File: src/rtl/mrelbp_ci_scheduler.sv
// Frame sequencer and result aligner for the MRELBP CI stage: buffers each radius
// lane's CI bits in its own FIFO and emits one aligned NR-bit vector per pixel.
module mrelbp_ci_scheduler #(
    parameter int COLS  = 7,
    parameter int ROWS  = 7,
    parameter int NR    = 4,
    parameter int DEPTH = 8
) (
    input  logic          clk,
    input  logic          rst,
    input  logic          start_i,
    input  logic [NR-1:0] ci_i,
    input  logic [NR-1:0] valid_i,
    input  logic [NR-1:0] progress_done_i,
    output logic [NR-1:0] ci_o,
    output logic          valid_o,
    output logic          frame_done_o,
    output logic          busy_o,
    output logic          overflow_o
);

    localparam int TOTAL = COLS * ROWS;
    localparam int CNT_W = $clog2(TOTAL + 1);
    localparam int PTR_W = $clog2(DEPTH);
    localparam int OCC_W = $clog2(DEPTH + 1);

    typedef enum logic [1:0] {IDLE, RUN, WAIT_PD, DONE} state_e;

    state_e             state_q, state_d;
    logic [CNT_W-1:0]   pix_cnt_q;
    logic [NR-1:0]      pd_flag_q;
    logic [NR-1:0]      ci_q;
    logic               valid_q, frame_done_q, busy_q, overflow_q;

    logic [DEPTH-1:0]   mem_q    [NR];
    logic [PTR_W-1:0]   wr_ptr_q [NR];
    logic [PTR_W-1:0]   rd_ptr_q [NR];
    logic [OCC_W-1:0]   occ_q    [NR];

    logic               all_nonempty, pop, all_pd;
    logic [NR-1:0]      push, drop, pop_bits;

    // NOTE: every always_comb output gets a default first so no latch is inferred.
    always_comb begin
        all_nonempty = 1'b1;
        push         = '0;
        drop         = '0;
        pop_bits     = '0;
        for (int k = 0; k < NR; k++) begin
            if (occ_q[k] == '0) all_nonempty = 1'b0;
        end
        pop = (state_q == RUN) && all_nonempty && (pix_cnt_q < CNT_W'(TOTAL));
        // A full lane still accepts a push when it is popped on the same edge.
        for (int k = 0; k < NR; k++) begin
            pop_bits[k] = mem_q[k][rd_ptr_q[k]];
            if (state_q == RUN && valid_i[k]) begin
                if (occ_q[k] != OCC_W'(DEPTH) || pop) push[k] = 1'b1;
                else                                  drop[k] = 1'b1;
            end
        end
        all_pd  = &(pd_flag_q | progress_done_i);
        state_d = state_q;
        case (state_q)
            IDLE:    if (start_i) state_d = RUN;
            RUN:     if (pop && pix_cnt_q == CNT_W'(TOTAL - 1)) state_d = WAIT_PD;
            WAIT_PD: if (all_pd) state_d = DONE;
            default: state_d = IDLE;
        endcase
    end

    // NOTE: sequential state uses non-blocking assignments only, so every register
    // samples the pre-edge values regardless of statement order.
    always_ff @(posedge clk) begin
        if (rst) begin
            state_q      <= IDLE;
            pix_cnt_q    <= '0;
            pd_flag_q    <= '0;
            ci_q         <= '0;
            valid_q      <= 1'b0;
            frame_done_q <= 1'b0;
            busy_q       <= 1'b0;
            overflow_q   <= 1'b0;
            for (int k = 0; k < NR; k++) begin
                wr_ptr_q[k] <= '0;
                rd_ptr_q[k] <= '0;
                occ_q[k]    <= '0;
            end
        end else begin
            state_q      <= state_d;
            valid_q      <= pop;
            frame_done_q <= (state_q == WAIT_PD) && all_pd;
            busy_q       <= (state_d != IDLE);
            if (pop) ci_q <= pop_bits;
            if (state_q == IDLE && start_i) begin
                pix_cnt_q  <= '0;
                pd_flag_q  <= '0;
                overflow_q <= 1'b0;
                for (int k = 0; k < NR; k++) begin
                    wr_ptr_q[k] <= '0;
                    rd_ptr_q[k] <= '0;
                    occ_q[k]    <= '0;
                end
            end else begin
                if (pop) pix_cnt_q <= pix_cnt_q + CNT_W'(1);
                if (state_q == RUN || state_q == WAIT_PD) pd_flag_q <= pd_flag_q | progress_done_i;
                if (|drop) overflow_q <= 1'b1;
                for (int k = 0; k < NR; k++) begin
                    if (push[k]) wr_ptr_q[k] <= wr_ptr_q[k] + PTR_W'(1);
                    if (pop)     rd_ptr_q[k] <= rd_ptr_q[k] + PTR_W'(1);
                    occ_q[k] <= occ_q[k] + OCC_W'(push[k]) - OCC_W'(pop);
                end
            end
        end
    end

    // NOTE: FIFO storage is not reset; occupancy alone decides what is valid.
    always_ff @(posedge clk) begin
        for (int k = 0; k < NR; k++) begin
            if (push[k]) mem_q[k][wr_ptr_q[k]] <= ci_i[k];
        end
    end

    assign ci_o         = ci_q;
    assign valid_o      = valid_q;
    assign frame_done_o = frame_done_q;
    assign busy_o       = busy_q;
    assign overflow_o   = overflow_q;

endmodule

File: config.mk
export PLATFORM = sky130hd
export DESIGN_NAME = mrelbp_ci_scheduler
export DESIGN_NICKNAME = d
export VERILOG_FILES = /design/src/rtl/mrelbp_ci_scheduler.sv
export SDC_FILE = /design/constraint.sdc
export NUM_CORES = 1
export LEC_CHECK = 0
export ABC_AREA = 1
export CAP_MARGIN = 40
export CORE_MARGIN = 1
export CORE_UTILIZATION = 63
export CTS_CLUSTER_DIAMETER = 150
export DETAILED_ROUTE_END_ITERATION = 10
export DONT_BUFFER_PORTS = 1
export PLACE_DENSITY = 0.75
export SKIP_CTS_REPAIR_TIMING = 1
export SLEW_MARGIN = 40
export SYNTH_ARGS = -nofsm -noshare
export SYNTH_HDL_FRONTEND = slang
export SYNTH_SLANG_ARGS = --single-unit
File: constraint.sdc
create_clock -name clk -period 3.6 [get_ports clk]
set_input_delay 0.72 -clock clk [delete_from_list [all_inputs] [get_ports clk]]
set_output_delay 0.72 -clock clk [all_outputs]
set_load 0.01 [all_outputs]
# Word level (Yosys, flattened, before mapping)
# Memories as Yosys holds them, arrays and structs flattened.
# Cells that the tools add are included.
[word_totals] register_bits=20 latch_bits=0 ramBits=72 mem_bits_ro=0 output_inout_bits=8 wordCells=197 n_memories=4
[memory_table] memory="mem_q" words=4 width=8 read_ports=4 rd_ports_with_merged_regs=0 write_ports=4 line_no="35" source="logic [DEPTH-1:0] mem_q [NR];"
[memory_table] memory="occ_q" words=4 width=4 read_ports=4 rd_ports_with_merged_regs=0 write_ports=4 line_no="38" source="logic [OCC_W-1:0] occ_q [NR];"
[memory_table] memory="rd_ptr_q" words=4 width=3 read_ports=4 rd_ports_with_merged_regs=0 write_ports=4 line_no="37" source="logic [PTR_W-1:0] rd_ptr_q [NR];"
[memory_table] memory="wr_ptr_q" words=4 width=3 read_ports=4 rd_ports_with_merged_regs=0 write_ports=4 line_no="36" source="logic [PTR_W-1:0] wr_ptr_q [NR];"
[classes] addsub=17 n_mul=0 div_mod_pow=0 order_cmp=13 eq_ne=7 n_shift=0 n_mux=96 bitwise=25 reduce_logical=27
[op_table] cell="2-to-1 mux 1 bit" count=56
[op_table] cell="2-to-1 mux 3 bit" count=16
[op_table] cell="< comparator 3 x 4 -> 1 bit (second input constant)" count=8
[op_table] cell="2-to-1 mux 4 bit" count=8
[op_table] cell="2-to-1 mux 8 bit" count=4
[op_table] cell="adder 3 x 1 -> 3 bit (second input constant)" count=8
[op_table] cell="bitwise OR 1 bit" count=24
[op_table] cell="adder 4 x 1 -> 4 bit" count=4
[op_table] cell="zero test 4 bit" count=4
[op_table] cell="inequality test 4 bit (second input constant)" count=4
[op_table] cell="subtractor 4 x 1 -> 4 bit" count=4
[op_table] cell="logical AND 1 bit" count=13
[op_table] cell="binary-select mux 1 bit (select 3 bit)" count=4
[op_table] cell="demux 1 bit (select 3 bit)" count=4
[op_table] cell=">= comparator 3 x 1 -> 1 bit (second input constant)" count=4
[op_table] cell="adder 6 x 1 -> 6 bit (second input constant)" count=1
[op_table] cell="== test 6 bit (second input constant)" count=1
[op_table] cell="< comparator 6 bit (second input constant)" count=1
[op_table] cell="2-to-1 mux 2 bit" count=3
[op_table] cell="one-hot mux 2 bit (3 select lines)" count=1
[op_table] cell="logical OR 1 bit" count=5
[op_table] cell="bitwise OR 4 bit" count=1
[op_table] cell="AND reduction 4 bit" count=1
[op_table] cell="OR reduction 4 bit" count=1
[op_table] cell="other kinds (5)" count=5

# Logic depth before layout (Yosys ltp)
# Gate-level depths: netlist of run 1.
[logic_depth] ltp_word=15 mapped_depth=15

# Worst setup path after synthesis of run 1
# Ideal clock, no wire load.
[synth_timing] path_type="register to register" from="register state_q[1]" to="memory occ_q[3][2] (netlist name), data pin" setup_time_ns=0.265 arrival_time_ns=2.214 required_ns=3.335 slack_ns=1.121 stages_incl_launch_ff=14 path_buffers=1 path_cell_list="dfxtp_1 > inv_1 > ha_1 > clkbuf_2 > nand2_1 > nor2_1 > nand2_2 > inv_1 > ha_1 > inv_1 > ha_1 > fa_1 > xnor2_1 > nor2_1"
[synth_lines] item="start, declared" line_no="29" source="state_e state_q, state_d;"
[synth_lines] item="start signal, assigned" line_no="89" source="state_q <= state_d;"
[synth_lines] item="end, declared" line_no="38"

==> results of run 1 <==
## final timing paths
check	slack, ns	endpoint	start	cells past startpoint
max	0.74	occ_q[0][2]$_SDFFCE_PN0P_	state_q[0]$_SDFF_PP0_	11
min	0.41	ci_o[0]$_SDFFE_PP0P_	rst	1
max reg2reg	0.74	occ_q[0][2]$_SDFFCE_PN0P_	state_q[0]$_SDFF_PP0_	11
min reg2reg	0.49	pix_cnt_q[5]$_SDFFE_PN0P_	pix_cnt_q[5]$_SDFFE_PN0P_	1
## flip-flops by register name, summed over array words and instances, names as in the netlist
register      count
mem_q            32
occ_q            16
rd_ptr_q         12
wr_ptr_q         12
pix_cnt_q         6
ci_o              4
pd_flag_q         4
state_q           2
busy_o            1
frame_done_o      1
overflow_o        1
valid_o           1
## critical path: cells and delay by family (launching register included)
| kind | cells | cell delay, ns |
|---|---|---|
| XOR/XNOR | 1 | 0.19 |
| adder cells (fa/ha/maj) | 4 | 1.17 |
| buffers and inverters | 2 | 0.39 |
| flip-flops | 1 | 0.43 |
| AND/OR/NAND/NOR | 4 | 0.41 |
## through the flow
stage,cells,util (%),setup WS [ns],instance area [sq um],hold slack [ns]
final,622,69.4,0.745,5040,0.413
after detailed placement,606,66.8,0.778,4850,0.466
after global placement,606,66.8,0.919,4850,0.454
after global routing,622,69.4,0.516,5040,0.403
after floorplan,515,-,1.12,4760,0.441
after CTS,622,69.4,0.731,5040,0.402
## metal layers
metal,wire length [um],vias to the layer above,share of wire (%)
met4,142,0,1.8
met2,3850,54,48
met1,3660,1497,45
li1,-,1685,-
met5,0,-,0
met3,387,14,4.8
## cell families after synthesis
group / Yosys count / share of synthesized area, %
simple gates: 201 / 17.8
flops: 92 / 52.2
buf+inv: 81 / 6.74
compound gates: 75 / 9.02
fa+ha+maj: 44 / 12.3
xor+xnor: 10 / 1.86
other cells: 1 / 0.0795
## placed cells by master, fill, tap and decap left out, drive strengths merged
cell type	synthesis	routed
a21oi	30	30
clkbuf	4	10
dfxtp	30	30
fa	4	4
a21o	4	4
nand3	14	14
o21bai	2	2
conb	1	12
o32ai	1	1
nand4	4	4
nor2	99	99
nor3	14	14
nor3b	5	5
nor4	1	1
xnor2	10	10
clkinvlp	0	2
ha	40	40
inv	71	75
buf	6	2
edfxtp	62	62
o21ai	29	29
a31oi	2	2
nand2	64	64
o21a	1	1
o211ai	6	6
## where the power goes
| group | total (mW) | leakage, nW | switching, mW | internal (mW) |
|---|---|---|---|---|
| combinational | 0.323 | 1.10 | 0.200 | 0.123 |
| sequential | 1.24 | 0.851 | 0.0485 | 1.19 |
| clock | 0.675 | 0.0918 | 0.392 | 0.282 |
| total | 2.23 | 2.04 | 0.641 | 1.59 |
## area by class of cell
class	count	share of cell area, %
flip-flops and latches	92	48.9
repair buffers	2	0.298
inverters	71	5.29
clock buffers	10	2.73
multi-input cells	342	39.3
clock inverters	6	1.04
well taps	99	2.46
==> reports/metrics.csv, run 1 <==
stage;metric;value;unit
sta;Min Clock Period, post-route;2.86;ns
placement;hpwl dp;5920;um
logic_synthesis;cell with the most instances after synthesis;nor2_1;
finish;diode count;0;
worst_setup_path;crit-path max FO;9;
routing;Final ANT Viol Nets;0;
logic_synthesis;Async S/R FF share, synth;0;%
routing;via count;3250;
finish;proportion of layout cells with a drive suffix above 1;4.21;%
finish;Synth-to-Final Area Change;6.76;%
logic_synthesis;Yosys warning count;0;
logic_synthesis;main flop type after synthesis;edfxtp_1;
routing;First-pass DRT Iterations;4;
logic_synthesis;Syn Std Cell Area;0.00472;sq mm
power_and_ir_drop;Pwr Total;2.23;mW
routing;Total Wirelength;8040;um
worst_setup_path;most used cell, CP;ha_1;
worst_hold_path;hold crit path type;input pin to flip-flop;
outcome;run status;finished clean;
sta;Hold Violations, Final;0;
clock_network;Num CTS Buffers;9;
finish;Nets;577;
sta;setup TNS;0;ns
sta;fmax;0.350;GHz
global_routing;antenna violations before repair;0;
global_routing;global-route wire length before repair;13300;um
logic_synthesis;register area share after synthesis;52.2;%
sta;Slew @ Worst Pin;0.714;ns
routing;DRT iter0 DRCs;176;
sta;max_slew headroom;52.3;%
global_routing;met3 Resource Use GR;5.50;%
worst_setup_path;slowest CP cell;dfxtp_1;
floorplan;# IOs;23;
clock_network;CTS root buffer;clkbuf_8;
worst_setup_path;Required @ worst endpoint;3.70;ns
floorplan;die span in x;88.5;um
power_and_ir_drop;Static Leak;2.04;nW
logic_synthesis;Post-synth EDFFs;62;
floorplan;Chip Height;88.5;um
clock_network;Clock Tree Buf Depth;2;
sta;Max Transition Viols Final;0;
global_routing;All-Layer GR Usage;22.8;%
logic_synthesis;Synth Instances;504;
worst_setup_path;worst path arrival time;2.96;ns
flow_run;max-cap violations;0;
logic_synthesis;Unique masters post-synth;30;
clock_network;H-Tree Depth;3;
sta;clock skew;0.0142;ns
worst_setup_path;Crit Path Category;flip-flop to flip-flop;
clock_network;Clock Sinks;92;
worst_setup_path;CP startpoint kind;flip-flop;
global_routing;GRT busiest layer;met2;
finish;area of the multi-input gates;0.00198;sq mm
placement;PortBufs;0;
global_routing;M2 GR Usage;37.6;%
worst_setup_path;crit-path max cell delay;0.43;ns
floorplan;cell row count;31;
finish;fill cell count;566;
global_routing;met1 Track Usage GR;28.6;%
global_routing;vias in the first global route;3066;
routing;WL per Instance;12.9;um
floorplan;DIE AREA;0.00784;sq mm
clock_network;clk slew on worst S/H paths;0.10;ns
logic_synthesis;average size of a mapped cell;9.36;sq um
power_and_ir_drop;Peak VDD IR;321;uV
worst_setup_path;crit end category;flip-flop;
sta;Final period util;79.3;%
logic_synthesis;dominant cell type by area after synthesis;edfxtp_1;
placement;RD Place Congestion;0.776;
routing;routed vias/inst;5.23;
logic_synthesis;Yosys top cell area share;39.5;%
sta;Final Setup Violations;0;
power_and_ir_drop;PD cells;444;mW/mm^2
clock_network;Worst-Skew Late Latency;0.37;ns
floorplan;total core area;0.00725;sq mm
floorplan;Starting Density;65.0;%
logic_synthesis;Yosys reg bits;92;
global_routing;largest net degree at the start of global routing;22;
worst_setup_path;worst path cell trace;ha_1 -> nand2_1 -> nor2_1 -> nand2_2 -> inv_1 -> ha_1 -> inv_1 -> ha_1 -> fa_1 -> xnor2_1 -> nor2_1;
routing;DRC violations left;0;
clock_network;CTS tree;built;
sta;RSZ-0062 raised after global routing;false;
finish;Register Area;0.00246;sq mm
logic_synthesis;commonest cells in the synthesized netlist;99 x nor2_1, 71 x inv_1, 63 x nand2_1;
global_routing;GRT overflow;0;
logic_synthesis;Area contributors post-synth;edfxtp_1 39%, dfxtp_1 13%, ha_1 11%;
No activity file was read; power rests on OpenSTA's default activity.
==> run 2, diff against run 1 <==
- clock period: 3.6 -> 2.9 ns (I/O delays scaled with it)
==> run 2 against run 1 <==
Against the previous run: die area stayed put; sequential cell count stayed put; sequential power is 24% higher; final cell count is 0.80% higher; sequential share of layout area is 0.87 points lower; utilization is 1.3 points higher; total power is 33% higher; via count is 0.68% higher; worst setup slack worse by 0.47 ns; count of clock-buffer cells in the layout is 1 lower; critical endpoint is now occ_q[3][2]$_SDFFCE_PN0P_; largest cell class unchanged; highest routed layer unchanged.
==> reports/metrics.csv, run 2 (same netlist as run 1, synthesis figures left out) <==
stage;metric;value;unit
placement;pre-CTS WS;0.317;ns
placement;PortBufs;0;
routing;Total Wirelength;8350;um
finish;highest-count cells in the layout ignoring fill and taps;99 x nor2_1, 71 x inv_1, 63 x nand2_1;
routing;via count;3272;
finish;fill cell count;572;
finish;Synth-to-Final Area Change;8.70;%
clock_network;CTS tree;built;
sta;Final Setup Violations;0;
global_routing;global-route wire length before repair;14100;um
global_routing;met3 Resource Use GR;5.60;%
routing;Final ANT Viol Nets;0;
routing;WL per Instance;13.3;um
worst_hold_path;Worst Hold Path Cells;1;
worst_setup_path;Crit Path Category;flip-flop to flip-flop;
power_and_ir_drop;Peak VDD IR;460;uV
global_routing;M2 GR Usage;40.9;%
floorplan;total core area;0.00725;sq mm
global_routing;All-Layer GR Usage;24.0;%
global_routing;GRT overflow;0;
worst_setup_path;crit-path max cell delay;0.39;ns
worst_setup_path;slowest CP cell;fa_1;
clock_network;Worst-Skew Late Latency;0.36;ns
worst_setup_path;worst r2r path cells;11;
clock_network;Num CTS Buffers;9;
sta;Final period util;90.5;%
floorplan;Starting Density;65.0;%
worst_setup_path;register-to-register setup slack;0.28;ns
outcome;run status;finished clean;
global_routing;GRT busiest layer;met2;
placement;hpwl dp;6280;um
placement;RD Place Congestion;0.788;
worst_hold_path;hold crit path type;input pin to flip-flop;
clock_network;Clock Sinks;92;
global_routing;met1 Track Usage GR;29.4;%
floorplan;# IOs;23;
sta;Setup WS post-layout;0.275;ns
sta;Hold Violations, Final;0;
sta;clock skew;0.00822;ns
floorplan;cell row count;31;
routing;DRC violations left;0;
global_routing;antenna violations before repair;0;
global_routing;largest net degree at the start of global routing;25;
finish;diode count;0;
sta;max_slew headroom;51.8;%
sta;Min Clock Period, post-route;2.62;ns
routing;First-pass DRT Iterations;4;
finish;Nets;582;
clock_network;clk slew on worst S/H paths;0.09;ns
worst_setup_path;crit end category;flip-flop;
sta;fmax;0.381;GHz
worst_setup_path;Required @ worst endpoint;2.99;ns
flow_run;max-cap violations;0;
clock_network;Clock Tree Buf Depth;2;
routing;DRT iter0 DRCs;148;
sta;RSZ-0062 raised after global routing;false;
floorplan;Chip Height;88.5;um
sta;Max Transition Viols Final;0;
finish;proportion of layout cells with a drive suffix above 1;5.11;%
worst_setup_path;worst path arrival time;2.71;ns
floorplan;die span in x;88.5;um
sta;Slew @ Worst Pin;0.722;ns
worst_setup_path;CP startpoint kind;flip-flop;
finish;commonest non-fill, non-tap cell in the layout;nor2_1;
sta;setup TNS;0;ns
global_routing;vias in the first global route;3257;
sta;Fin Hold WS;0.279;ns
power_and_ir_drop;Static Leak;2.10;nW
clock_network;H-Tree Depth;3;
finish;max FFs per register;32;
clock_network;CTS root buffer;clkbuf_8;
worst_setup_path;crit-path max FO;24;
routing;routed vias/inst;5.22;
worst_setup_path;worst path cell trace;inv_1 -> ha_1 -> nor3b_1 -> nor2_1 -> nand2_2 -> buf_4 -> a31oi_1 -> ha_1 -> fa_1 -> xnor2_1 -> nor2_1;
floorplan;DIE AREA;0.00784;sq mm
power_and_ir_drop;PD cells;581;mW/mm^2
## run 2: cell count changes in the layout (fill, tap and decap cells not counted)
cell / delta
inv_6: -1
clkinv_2: +1
clkinvlp_4: -1
clkbuf_8: -1
buf_4: +5
bufinv_16: +3
inv_8: -1
## run 2: layout make-up
class	count	area (sq um)	area share, %
clock inverter	7	120	2.34
inverter	71	267	5.20
clock buffer	9	124	2.42
timing repair buffer	7	52.6	1.02
sequential	92	2460	48.0
multi-input combinational	342	1980	38.6
tap	99	124	2.42
## run 2: layer usage
metal / vias to the layer above / wire length [um]
li1: 1687 / -
met1: 1521 / 3740
met2: 51 / 4110
met3: 13 / 346
met4: 0 / 154
met5: - / 0
## run 2: power breakdown
part           switching [mW]  internal [mW]
registers              0.0600           1.48
logic                   0.255          0.161
clock network           0.452          0.577
## run 2: path summary, 6_finish.rpt
| path | startpoint | end |
|---|---|---|
| max | occ_q[1][2]$_SDFFCE_PN0P_ | occ_q[3][2]$_SDFFCE_PN0P_ |
| min | rst | ci_o[2]$_SDFFE_PP0P_ |
| max reg2reg | occ_q[1][2]$_SDFFCE_PN0P_ | occ_q[3][2]$_SDFFCE_PN0P_ |
| min reg2reg | pix_cnt_q[5]$_SDFFE_PN0P_ | pix_cnt_q[5]$_SDFFE_PN0P_ |
## run 2: worst max-delay path: cells and delay by family, from the launching register on
kind            cells  cell delay (ns)
compound gates      1             0.21
xor+xnor            1             0.16
fa+ha+maj           3             0.80
buf+inv             2             0.42
flops               1             0.38
simple gates        4             0.39
## run 2: through the flow
| step | power [mW] | instance area, sq um | cells | utilization, % |
|---|---|---|---|---|
| 6_report | 2.98 | 5130 | 627 | 70.7 |
| 5_1_grt | 3.13 | 5130 | 627 | 70.7 |
| 4_1_cts | 3.00 | 5130 | 627 | 70.7 |
| 3_5_place_dp | 1.98 | 4880 | 611 | 67.3 |
| 3_3_place_gp | 1.96 | 4880 | 611 | 67.3 |
| 2_1_floorplan | 1.88 | 4760 | 515 | - |
==> run 3, diff against run 2 <==
- TNS_END_PERCENT: default -> 10
- clock period: 2.9 -> 2.7 ns (I/O delays scaled with it)
==> run 3 against run 2 <==
Against the previous run: sequential cell count is the same; non-clock buffer count grew 2; combinational power is 23% higher; sequential power is 7% higher; count of clock-buffer cells in the layout did not move; largest cell class unchanged; largest power group unchanged; highest routed layer unchanged.
==> reports/metrics.csv, run 3 (same netlist as run 1, synthesis figures left out) <==
stage;metric;value;unit
outcome;run status;finished clean;
floorplan;Chip Height;88.5;um
power_and_ir_drop;Int Pwr;2.13;mW
clock_network;clk slew on worst S/H paths;0.09;ns
placement;pre-CTS WS;0.0775;ns
routing;via count;3276;
floorplan;total core area;0.00725;sq mm
power_and_ir_drop;sw frac;29.0;%
sta;Min Clock Period, post-route;2.60;ns
routing;DRC violations left;0;
sta;Final period util;96.1;%
worst_hold_path;Worst Hold End;frame_done_o$_SDFF_PP0_;
routing;Final ANT Viol Nets;0;
clock_network;Worst-Skew Late Latency;0.37;ns
routing;WL per Instance;13.1;um
clock_network;Clock Tree Buf Depth;2;
worst_hold_path;Worst Hold Path Cells;1;
routing;Total Wirelength;8270;um
floorplan;Starting Density;65.0;%
sta;setup TNS;0;ns
sta;max_slew headroom;48.6;%
sta;Hold Violations, Final;0;
finish;diode count;0;
worst_setup_path;CP startpoint kind;flip-flop;
finish;proportion of layout cells with a drive suffix above 1;10.8;%
global_routing;antenna violations before repair;0;
placement;PortBufs;0;
floorplan;# IOs;23;
worst_setup_path;Required @ worst endpoint;2.93;ns
worst_setup_path;Crit Path Category;flip-flop to flip-flop;
routing;routed vias/inst;5.21;
floorplan;DIE AREA;0.00784;sq mm
power_and_ir_drop;PD cells;576;mW/mm^2
power_and_ir_drop;Static Leak;2.07;nW
worst_hold_path;hold path start;rst;
sta;RSZ-0062 raised after global routing;true;
worst_setup_path;crit end category;flip-flop;
flow_run;max-cap violations;0;
clock_network;CTS tree;built;
routing;First-pass DRT Iterations;4;
worst_setup_path;R2R Path End;occ_q[2][2]$_SDFFE_PP0P_;
placement;RD Place Congestion;0.788;
worst_setup_path;register-to-register setup slack;0.10;ns
power_and_ir_drop;Comb pwr share;17.1;%
floorplan;cell row count;31;
worst_setup_path;Reg-to-Reg Start;pix_cnt_q[1]$_SDFFE_PN0P_;
placement;hpwl dp;5970;um
finish;Nets;584;
floorplan;die span in x;88.5;um
finish;max FFs per register;32;
clock_network;H-Tree Depth;3;
clock_network;Clock Sinks;92;
global_routing;vias in the first global route;3159;
worst_hold_path;hold crit path type;input pin to flip-flop;
worst_setup_path;worst r2r path cells;13;
worst_setup_path;crit-path max FO;7;
sta;Slew @ Worst Pin;0.770;ns
sta;fmax;0.385;GHz
power_and_ir_drop;Peak VDD IR;439;uV
global_routing;global-route wire length before repair;13500;um
power_and_ir_drop;sw power;0.874;mW
global_routing;largest net degree at the start of global routing;23;
clock_network;CTS root buffer;clkbuf_8;
worst_setup_path;worst path arrival time;2.83;ns
finish;Synth-to-Final Area Change;10.8;%
power_and_ir_drop;Flop pwr share;54.8;%
sta;clock skew;0.0123;ns
sta;Max Transition Viols Final;0;
finish;highest-count cells in the layout ignoring fill and taps;98 x nor2_1, 63 x nand2_1, 63 x inv_1;
sta;Setup WS post-layout;0.104;ns
global_routing;All-Layer GR Usage;23.0;%
clock_network;Num CTS Buffers;9;
sta;Final Setup Violations;0;
global_routing;GRT overflow;0;
power_and_ir_drop;Clk pwr share;28.1;%
routing;DRT iter0 DRCs;168;
finish;commonest non-fill, non-tap cell in the layout;nor2_1;
run 3: cell types whose count changed in the layout (fill, tap and decap cells not counted), sizes merged:
cell | before | now
inv | 73 | 71
buf | 7 | 9
clkinv | 1 | 5
bufinv | 3 | 0
clkinvlp | 1 | 2
run 3: final cells by class:
type,count,area [sq um]
Multi-Input combinational cell,342,2120
Inverter,71,270
Sequential cell,92,2460
Timing Repair Buffer,9,71.3
Clock inverter,7,51.3
Clock buffer,9,124
Tap cell,99,124
Fill cell,534,2030
run 3: power groups by stage:
stage	Combinational (mW)	Sequential, mW	Clock (mW)
after floorplan	0.353	1.66	0
after global placement	0.422	1.68	0
after detailed placement	0.449	1.68	0
after CTS	0.451	1.65	0.855
after global routing	0.593	1.66	0.902
final	0.513	1.65	0.846
run 3: how the worst max path moves through the flow:
stage                                   start                        end  slack, ns  depth (start not counted)
finish              pix_cnt_q[1]$_SDFFE_PN0P_   occ_q[2][2]$_SDFFE_PP0P_       0.10                         13
global route        occ_q[1][3]$_SDFFCE_PN0P_   occ_q[2][2]$_SDFFE_PP0P_      -0.04                         13
CTS                 occ_q[1][2]$_SDFFCE_PN0P_  occ_q[3][2]$_SDFFCE_PN0P_       0.06                         12
detailed placement  occ_q[1][2]$_SDFFCE_PN0P_  occ_q[0][2]$_SDFFCE_PN0P_       0.08                         12
global placement    occ_q[1][2]$_SDFFCE_PN0P_  occ_q[3][2]$_SDFFCE_PN0P_       0.20                         12
floorplan               state_q[1]$_SDFF_PP0_  occ_q[3][2]$_SDFFCE_PN0P_       0.22                         13
run 3: metal layers:
metal	global-route usage [%]	share of wire, %
met1	26.4	43
met4	11.3	2.0
met5	0	0
met2	40.3	50
met3	5.60	5.0
run 3: through the flow:
step	power (mW)	std cells	util, %	hold slack (ns)	area (sq um)
after global placement	2.10	611	67.3	0.449	4880
final	3.01	629	72.0	0.227	5230
after global routing	3.16	629	72.0	0.220	5230
after floorplan	2.02	515	-	0.441	4760
after detailed placement	2.13	611	67.3	0.458	4880
after CTS	2.95	627	69.7	0.219	5060
run 3: worst max-delay path: stages (launching register included):
cell and delay, ns:
dfxtp_1 0.35, inv_1 0.09, ha_1 0.22, a21oi_2 0.15
nor2_1 0.06, nand2_2 0.11, clkinvlp_4 0.23, buf_6 0.20
ha_4 0.25, inv_2 0.04, ha_4 0.15, fa_2 0.38
xnor2_2 0.18, nor2_1 0.05
